$ cat src/rtl/hex_display_scheduler_if.sv
// Request/grant bundle between the display requesters and the scheduler.
// Requesters drive req/data; the scheduler returns ack, busy and the current owner.
interface hex_display_scheduler_if;
   logic [1:0]  req;
   logic [23:0] data0;
   logic [23:0] data1;
   logic [1:0]  ack;
   logic        busy;
   logic        owner;

   modport master (output req, data0, data1, input ack, busy, owner);
   modport slave  (input req, data0, data1, output ack, busy, owner);
endinterface

$ cat src/rtl/hex_display_scheduler.sv
// Round-robin grant of two six-digit hex values onto a shared 7-segment decoder.
// Digits are staged one per cycle and committed to the outputs in a single edge.
//
// state | meaning
// IDLE  | waiting for a request; grants on the next edge if any req bit is high
// SCAN  | decoding the shadow value one digit per cycle, commit at cnt==5
module hex_display_scheduler #(
   parameter bit LZ_DEFAULT = 1'b1
) (
   input  logic                   clk,
   input  logic                   reset,
   hex_display_scheduler_if.slave bus,
   input  logic                   lz_override,
   input  logic                   lz_en,
   output logic [6:0]             hex0,
   output logic [6:0]             hex1,
   output logic [6:0]             hex2,
   output logic [6:0]             hex3,
   output logic [6:0]             hex4,
   output logic [6:0]             hex5
);

   typedef enum logic {IDLE, SCAN} state_t;

   localparam logic [6:0] SEG_OFF = 7'b1111111;

   state_t      state;
   logic [2:0]  cnt;
   logic [23:0] shadow;
   logic [1:0]  ack_q;
   logic        owner_q;
   logic        last_gnt;
   logic [6:0]  stage [0:4];
   logic [6:0]  hex_q [0:5];

   logic [3:0]  nib;
   logic [6:0]  seg;
   logic        gnt;
   logic        lz_on;
   logic [5:1]  blank;

   always_comb begin
      nib = shadow[3:0];
      case (cnt)
         3'd1:    nib = shadow[7:4];
         3'd2:    nib = shadow[11:8];
         3'd3:    nib = shadow[15:12];
         3'd4:    nib = shadow[19:16];
         3'd5:    nib = shadow[23:20];
         default: nib = shadow[3:0];
      endcase
   end

   // The only hex decoder in the block; shared by all six digits over time.
   always_comb begin
      seg = SEG_OFF;
      case (nib)
         4'h0: seg = 7'b1000000;
         4'h1: seg = 7'b1111001;
         4'h2: seg = 7'b0100100;
         4'h3: seg = 7'b0110000;
         4'h4: seg = 7'b0011001;
         4'h5: seg = 7'b0010010;
         4'h6: seg = 7'b0000010;
         4'h7: seg = 7'b1111000;
         4'h8: seg = 7'b0000000;
         4'h9: seg = 7'b0010000;
         4'hA: seg = 7'b0001000;
         4'hB: seg = 7'b0000011;
         4'hC: seg = 7'b1000110;
         4'hD: seg = 7'b0100001;
         4'hE: seg = 7'b0000110;
         4'hF: seg = 7'b0001110;
         default: seg = SEG_OFF;
      endcase
   end

   always_comb begin
      gnt      = (bus.req == 2'b11) ? ~last_gnt : bus.req[1];
      lz_on    = lz_override ? lz_en : LZ_DEFAULT;
      blank[1] = lz_on && (shadow[23:4]  == 20'd0);
      blank[2] = lz_on && (shadow[23:8]  == 16'd0);
      blank[3] = lz_on && (shadow[23:12] == 12'd0);
      blank[4] = lz_on && (shadow[23:16] == 8'd0);
      blank[5] = lz_on && (shadow[23:20] == 4'd0);
   end

   always_ff @(posedge clk) begin
      if (reset) begin
         state    <= IDLE;
         cnt      <= 3'd0;
         shadow   <= 24'd0;
         ack_q    <= 2'b00;
         owner_q  <= 1'b0;
         last_gnt <= 1'b1;
         for (int i = 0; i < 5; i++) stage[i] <= SEG_OFF;
         for (int i = 0; i < 6; i++) hex_q[i] <= SEG_OFF;
      end else begin
         ack_q <= 2'b00;
         case (state)
            IDLE: begin
               if (bus.req != 2'b00) begin
                  shadow   <= gnt ? bus.data1 : bus.data0;
                  ack_q    <= gnt ? 2'b10 : 2'b01;
                  last_gnt <= gnt;
                  cnt      <= 3'd0;
                  state    <= SCAN;
               end
            end
            SCAN: begin
               if (cnt < 3'd5) begin
                  stage[cnt] <= seg;
                  cnt        <= cnt + 3'd1;
               end else if (cnt == 3'd5) begin
                  // Digit 5 bypasses staging so all six land on this edge.
                  hex_q[0] <= stage[0];
                  for (int i = 1; i < 5; i++)
                     hex_q[i] <= blank[i] ? SEG_OFF : stage[i];
                  hex_q[5] <= blank[5] ? SEG_OFF : seg;
                  owner_q  <= last_gnt;
                  state    <= IDLE;
               end else begin
                  state <= IDLE;
               end
            end
            default: state <= IDLE;
         endcase
      end
   end

   assign bus.ack   = ack_q;
   assign bus.busy  = (state == SCAN);
   assign bus.owner = owner_q;
   assign hex0 = hex_q[0];
   assign hex1 = hex_q[1];
   assign hex2 = hex_q[2];
   assign hex3 = hex_q[3];
   assign hex4 = hex_q[4];
   assign hex5 = hex_q[5];

endmodule

$ cat src/flat_wrapper.sv
// flat-port wrapper written by rule: the top's interface ports become plain ports
module hex_display_scheduler_flat 
#(
   parameter bit LZ_DEFAULT = 1'b1
)
  (clk, reset, lz_override, lz_en, hex0, hex1, hex2, hex3, hex4, hex5, bus_req, bus_data0, bus_data1, bus_ack, bus_busy, bus_owner);
  hex_display_scheduler_if bus_i ();
  input  logic clk;
  input  logic reset;
  input  logic lz_override;
  input  logic lz_en;
  output logic [6:0] hex0;
  output logic [6:0] hex1;
  output logic [6:0] hex2;
  output logic [6:0] hex3;
  output logic [6:0] hex4;
  output logic [6:0] hex5;
  input wire logic [$bits(bus_i.req)-1:0] bus_req;
  input wire logic [$bits(bus_i.data0)-1:0] bus_data0;
  input wire logic [$bits(bus_i.data1)-1:0] bus_data1;
  output wire logic [$bits(bus_i.ack)-1:0] bus_ack;
  output wire logic [$bits(bus_i.busy)-1:0] bus_busy;
  output wire logic [$bits(bus_i.owner)-1:0] bus_owner;
  assign bus_i.req = bus_req;
  assign bus_i.data0 = bus_data0;
  assign bus_i.data1 = bus_data1;
  assign bus_ack = bus_i.ack;
  assign bus_busy = bus_i.busy;
  assign bus_owner = bus_i.owner;
  hex_display_scheduler #(.LZ_DEFAULT(LZ_DEFAULT)) u_core (.clk(clk), .reset(reset), .bus(bus_i), .lz_override(lz_override), .lz_en(lz_en), .hex0(hex0), .hex1(hex1), .hex2(hex2), .hex3(hex3), .hex4(hex4), .hex5(hex5));
endmodule
$ cat config.mk
export PLATFORM = sky130hd
export DESIGN_NAME = hex_display_scheduler_flat
export DESIGN_NICKNAME = d
export VERILOG_FILES = /design/src/rtl/hex_display_scheduler_if.sv /design/src/rtl/hex_display_scheduler.sv /design/src/flat_wrapper.sv
export SDC_FILE = /design/constraint.sdc
export NUM_CORES = 1
export LEC_CHECK = 0
export ABC_AREA = 1
export BUFFER_PORTS_ARGS = -buffer_cell sky130_fd_sc_hd__buf_4
export CORE_ASPECT_RATIO = 0.7
export CORE_UTILIZATION = 30
export CTS_BUF_LIST = sky130_fd_sc_hd__clkbuf_16
export CTS_CLUSTER_DIAMETER = 30
export DETAILED_ROUTE_END_ITERATION = 8
export SETUP_SLACK_MARGIN = 0.3
export SYNTH_ARGS = -nofsm -noshare
export SYNTH_HDL_FRONTEND = slang
export SYNTH_SLANG_ARGS = --single-unit
$ cat constraint.sdc
create_clock -name clk -period 5.8 [get_ports clk]
set_input_delay 0.87 -clock clk [delete_from_list [all_inputs] [get_ports clk]]
set_output_delay 0.87 -clock clk [all_outputs]
set_load 0.01 [all_outputs]
-- Yosys cells after proc, flatten, opt, wreduce, memory -nomap -nowiden
Memory sizes are Yosys's and may differ from the RTL's.
Cells that the tools add are included.
- RAM bits: 77
- flip-flop bits (word level): 32
- input bits: 54
- memories kept: 3
- logic and storage cells: 80
- ROM bits: 112
- mux-type cells: 35
- order comparisons: 1
- reduce and logical (&&, ||, !) cells: 16
- bitwise gates (word level): 10
- add/subtract/negate cells: 1
- eq/ne operators: 8
- memories (memory ; words ; bits a word ; read ports ; clocked after memory_dff ; wr ports ; RTL line ; source):
    (name not given) ; 16 ; 7 ; 1 ; 0 ; 0 ; hex_display_scheduler.sv:57 ; case (nib)
    u_core.hex_q ; 6 ; 7 ; 6 ; 0 ; 6 ; hex_display_scheduler.sv:34 ; logic [6:0] hex_q [0:5];
    u_core.stage ; 5 ; 7 ; 5 ; 0 ; 5 ; hex_display_scheduler.sv:33 ; logic [6:0] stage [0:4];
- operators by type and width (operator ; number):
    7-bit two-way mux ; 12
    24-bit two-way mux ; 1
    20-bit logical NOT ; 1
    4-bit case mux with 5 select lines ; 1
    16-bit logical NOT ; 1
    1-bit two-way mux ; 15
    12-bit logical NOT ; 1
    3-bit two-way mux ; 3
    8-bit logical NOT ; 1
    7-bit OR reduction ; 1
    3-bit by 2-bit equality test with 1-bit output (second input constant) ; 2
    3-bit equality test (second input constant) ; 2
    1-bit OR ; 6
    3-bit case mux with 2 select lines ; 1
    1-bit logical AND ; 5
    4-bit logical NOT ; 1
    1-bit inverter ; 4
    2-bit AND reduction ; 2
    3-bit by 1-bit adder with 3-bit output (second input constant) ; 1
    3-bit by 1-bit equality test with 1-bit output (second input constant) ; 1
    3-bit < comparator (second input constant) ; 1
    3-bit AND reduction ; 1
    3-bit OR reduction ; 1
    2-bit equality test (second input constant) ; 1
    other kinds (5) ; 5

-- Depth between registers and ports, before layout
- depth after elaboration: 7
- gate-level depth with buffers: 16
- depth with buffers taken out: 14

-- Worst setup path before layout
OpenSTA, ideal clock, no wires.
- path type: register to register
- start point: reg u_core.cnt[2]
- end point: mem u_core.stage[1][5] (data pin)
- data required time: 5524 ps
- stages on the path, launching flop included: 15
- slack: 3315 ps
- arrival: 2209 ps
- cells stage by stage: dfxtp_1 -> buf_6 -> inv_4 -> buf_6 -> ha_1 -> inv_1 -> nand2_4 -> or2_2 -> nand2_1 -> inv_1 -> ha_1 -> nand3_1 -> nand3_2 -> nand2_2 -> nand2_1
- RTL lines (item ; RTL line ; source):
    from (decl) ; hex_display_scheduler.sv:28 ; logic [2:0] cnt;
    from (signal assigned) ; hex_display_scheduler.sv:113 ; cnt <= cnt + 3'd1;
    to (decl) ; hex_display_scheduler.sv:33 ;

==> results.tsv <==
metric	value	unit
synth_ff_type	edfxtp_1	
yosys.area_share.adder	3.78	%
htreeDepth	3	
initial_core_util	31.3	%
powerDensity	283	nW/µm²
track_usage	14.7	%
synth_seq_cells	109	
r2r-start	u_core.cnt[2]	
ant_nets	0	
synth_cell_type_count	38	
die_x	156	µm
clockRootBuffer	clkbuf_16	
power.switching	0.479	mW
firstDrtPassIters	4	
relSlewSlack	23.7	%
post-route-min-period	2.90	ns
drtIter0Drc	218	
hold_violations	0	
yosysWarnings	0	
fillers	1557	
seqCellArea	2950	µm²
clkPwrFrac	36.4	%
synth_edf_count	77	
grt_antenna_before_repair	0	
area_delta_synth_final	25.3	%
reg2reg_slack	2.90	ns
ir_worst_vdd	0.143	mV
synth_compound_area_share	3.50	%
avgRoutedWirePerCell	14.5	µm
synthSimpleGateAreaFrac	27.8	%
outcome	finished clean	
cp_max_fo	13	
syn_inst	487	
setup_tns	0	ns
numCtsBuffers	9	
nNetsFinal	655	
ioPinCount	100	
start_kind	flip-flop	
fin_hold_ws	0.465	ns
crit_arrival	2.98	ns
synth-xor-area-share	0	%
synth_top_family_by_area	simple AND/OR/NAND/NOR gates	
hpwlAfterDp	8.94	mm
cts_resized	0	
pwr-share-seq	49.6	%
row_count	38	
syn_area_per_cell	10.2	µm²
die_area	17100	µm²
antennaDiodeCount	0	
drcViolationCount	0	
port_buffers	99	
grt_pass1_wl	18.8	mm
finClkSkew	0.0104	ns
hold_class	flip-flop to flip-flop	
ff2ff_path_depth	11	
critPathCaptureType	flip-flop	
netlist_area	4960	µm²
slew_violations	0	
cts_buffer_depth	2	
p_leak	2.31	nW
crit_type	flip-flop to flip-flop	
globalplace.congestion	0.832	
crit_required	5.88	ns
crit_path_start	u_core.cnt[2]	
worstMarginPinSlew	1.13	ns
comb_power_share	13.9	%
die_h	110	µm
fmax	0.344	GHz
wirelength	11.8	mm
postCtsHoldBufs	0	
drive_above_1_share	30.1	%
r2r_end	u_core.stage[1][2]	
endpoint	u_core.stage[1][2]	
synth_fp_nets	556	
rsz0062_at_grt	no	
final_cells	811	
cts_setup_buffers	0	
async_flop_share	0	%
finalCritPeriodShare	50.1	%
cts_tree	done	
grt_overflow	0	
grt_max_degree	43	
routed-via-count	3646	
grt_pass1_vias	3700	
placedCellCount	795	
internal_power	1.28	mW
drv_cap	0	
swShare	27.2	%
core-area	15800	µm²
synth.mux.area_fraction	0	%
clkSinkCount	109	
finalSetupViolations	0	
clk_pin_slew	0.08	ns
multi_input_area	1740	µm²
vias_per_cell	4.50	
insertion_delay	0.36	ns
ys_seq_area_share	59.5	%
-- worst min-delay path by stage --
stage                          start          endpoint  slack, ns  depth (start not counted)
floorplan           u_core.shadow[2]  u_core.shadow[2]       0.43                          2
global placement    u_core.bus.owner  u_core.bus.owner       0.45                          2
detailed placement  u_core.bus.owner  u_core.bus.owner       0.46                          2
CTS                 u_core.bus.owner  u_core.bus.owner       0.47                          2
global route        u_core.bus.owner  u_core.bus.owner       0.50                          2
finish              u_core.bus.owner  u_core.bus.owner       0.46                          2
-- state kept, by name, summed over array words and instances, names as in the netlist --
| name | flops |
|---|---|
| u_core.hex_q | 42 |
| u_core.stage | 35 |
| u_core.shadow | 24 |
| u_core.cnt | 3 |
| u_core.bus.ack | 2 |
| u_core.bus.busy | 1 |
| u_core.bus.owner | 1 |
| u_core.last_gnt | 1 |
-- cell usage in the layout, fill, tap and decap left out, types with 2 or more instances in the layout --
cell,instances
nand2_4,4
o21ai_0,5
nor2_2,3
clkinv_1,2
nand3_2,10
o211ai_1,6
buf_4,100
inv_2,2
or2_2,22
or2_1,4
a22oi_1,2
inv_1,43
nand3_1,69
nand2_1,129
clkbuf_16,9
ha_1,15
nor4_1,3
dfxtp_1,32
nand2_2,11
inv_6,2
nor2_1,14
edfxtp_1,77
nor3_2,3
a21oi_1,5
nor3_1,2
-- routing by layer --
metal | global-route usage [%] | vias up | wire [µm]
li1 | - | 1829 | -
met5 | 0 | - | 0
met3 | 3.15 | 15 | 646
met1 | 21.1 | 1707 | 5960
met4 | 4.41 | 0 | 148
met2 | 22.1 | 95 | 5000
-- cell families after synthesis --
family                   after synthesis
AO/OA/AOI/OAI                         25
adder cells (fa/ha/maj)               15
buffers and inverters                 60
flip-flops                           109
AND/OR/NAND/NOR                      278
-- cell usage after synthesis (2+ instances only) --
| cell type | n | area, µm² |
|---|---|---|
| nand2_1 | 129 | 484 |
| edfxtp_1 | 77 | 2310 |
| nand3_1 | 69 | 345 |
| inv_1 | 43 | 161 |
| dfxtp_1 | 32 | 641 |
| or2_2 | 22 | 138 |
| ha_1 | 15 | 188 |
| nor2_1 | 14 | 52.6 |
| nand2_2 | 11 | 68.8 |
| nand3_2 | 10 | 100 |
| o211ai_1 | 6 | 45.0 |
| a21oi_1 | 5 | 25.0 |
| clkbuf_1 | 5 | 18.8 |
| o21ai_0 | 5 | 25.0 |
| buf_6 | 4 | 45.0 |
| nand2_4 | 4 | 45.0 |
| or2_1 | 4 | 25.0 |
| nor2_2 | 3 | 18.8 |
| nor3_2 | 3 | 30.0 |
| nor4_1 | 3 | 18.8 |
| a22oi_1 | 2 | 15.0 |
| buf_4 | 2 | 15.0 |
| clkinv_1 | 2 | 7.51 |
| inv_2 | 2 | 7.51 |
| nor3_1 | 2 | 10.0 |
-- power by group through the flow --
stage | Combinational (mW) | Sequential (mW) | Clock (mW)
detailed placement | 0.244 | 0.892 | 0
CTS | 0.244 | 0.875 | 0.657
floorplan | 0.166 | 0.886 | 0
finish | 0.246 | 0.875 | 0.642
global route | 0.270 | 0.878 | 0.686
global placement | 0.239 | 0.892 | 0
-- through the flow --
| stage | setup WS, ns | util (%) | power [mW] | cell area [µm²] |
|---|---|---|---|---|
| final | 2.90 | 39.3 | 1.76 | 6220 |
| after global routing | 2.72 | 39.3 | 1.83 | 6220 |
| after CTS | 2.92 | 39.3 | 1.78 | 6220 |
| after detailed placement | 2.93 | 37.3 | 1.14 | 5900 |
| after global placement | 3.03 | 37.3 | 1.13 | 5900 |
| after floorplan | 3.32 | - | 1.05 | 4960 |
-- cell type report --
class | count | area share [%]
multi-input combinational | 318 | 28.0
clock buffer | 9 | 3.62
clock inverter | 7 | 1.43
timing repair buffer | 100 | 12.1
inverter | 48 | 2.94
sequential | 109 | 47.5
tap | 220 | 4.43
-- critical path, cell delays in order, from the launching register on --
cell and delay, ns:
dfxtp_1 0.60, inv_4 0.17, ha_1 0.31, inv_1 0.12, nand2_4 0.10, or2_2 0.28, nand2_1 0.18, ha_1 0.27
inv_1 0.09, nand3_1 0.13, or2_1 0.27, nand3_1 0.10
Note: power is estimated with default switching activity, not from simulation.
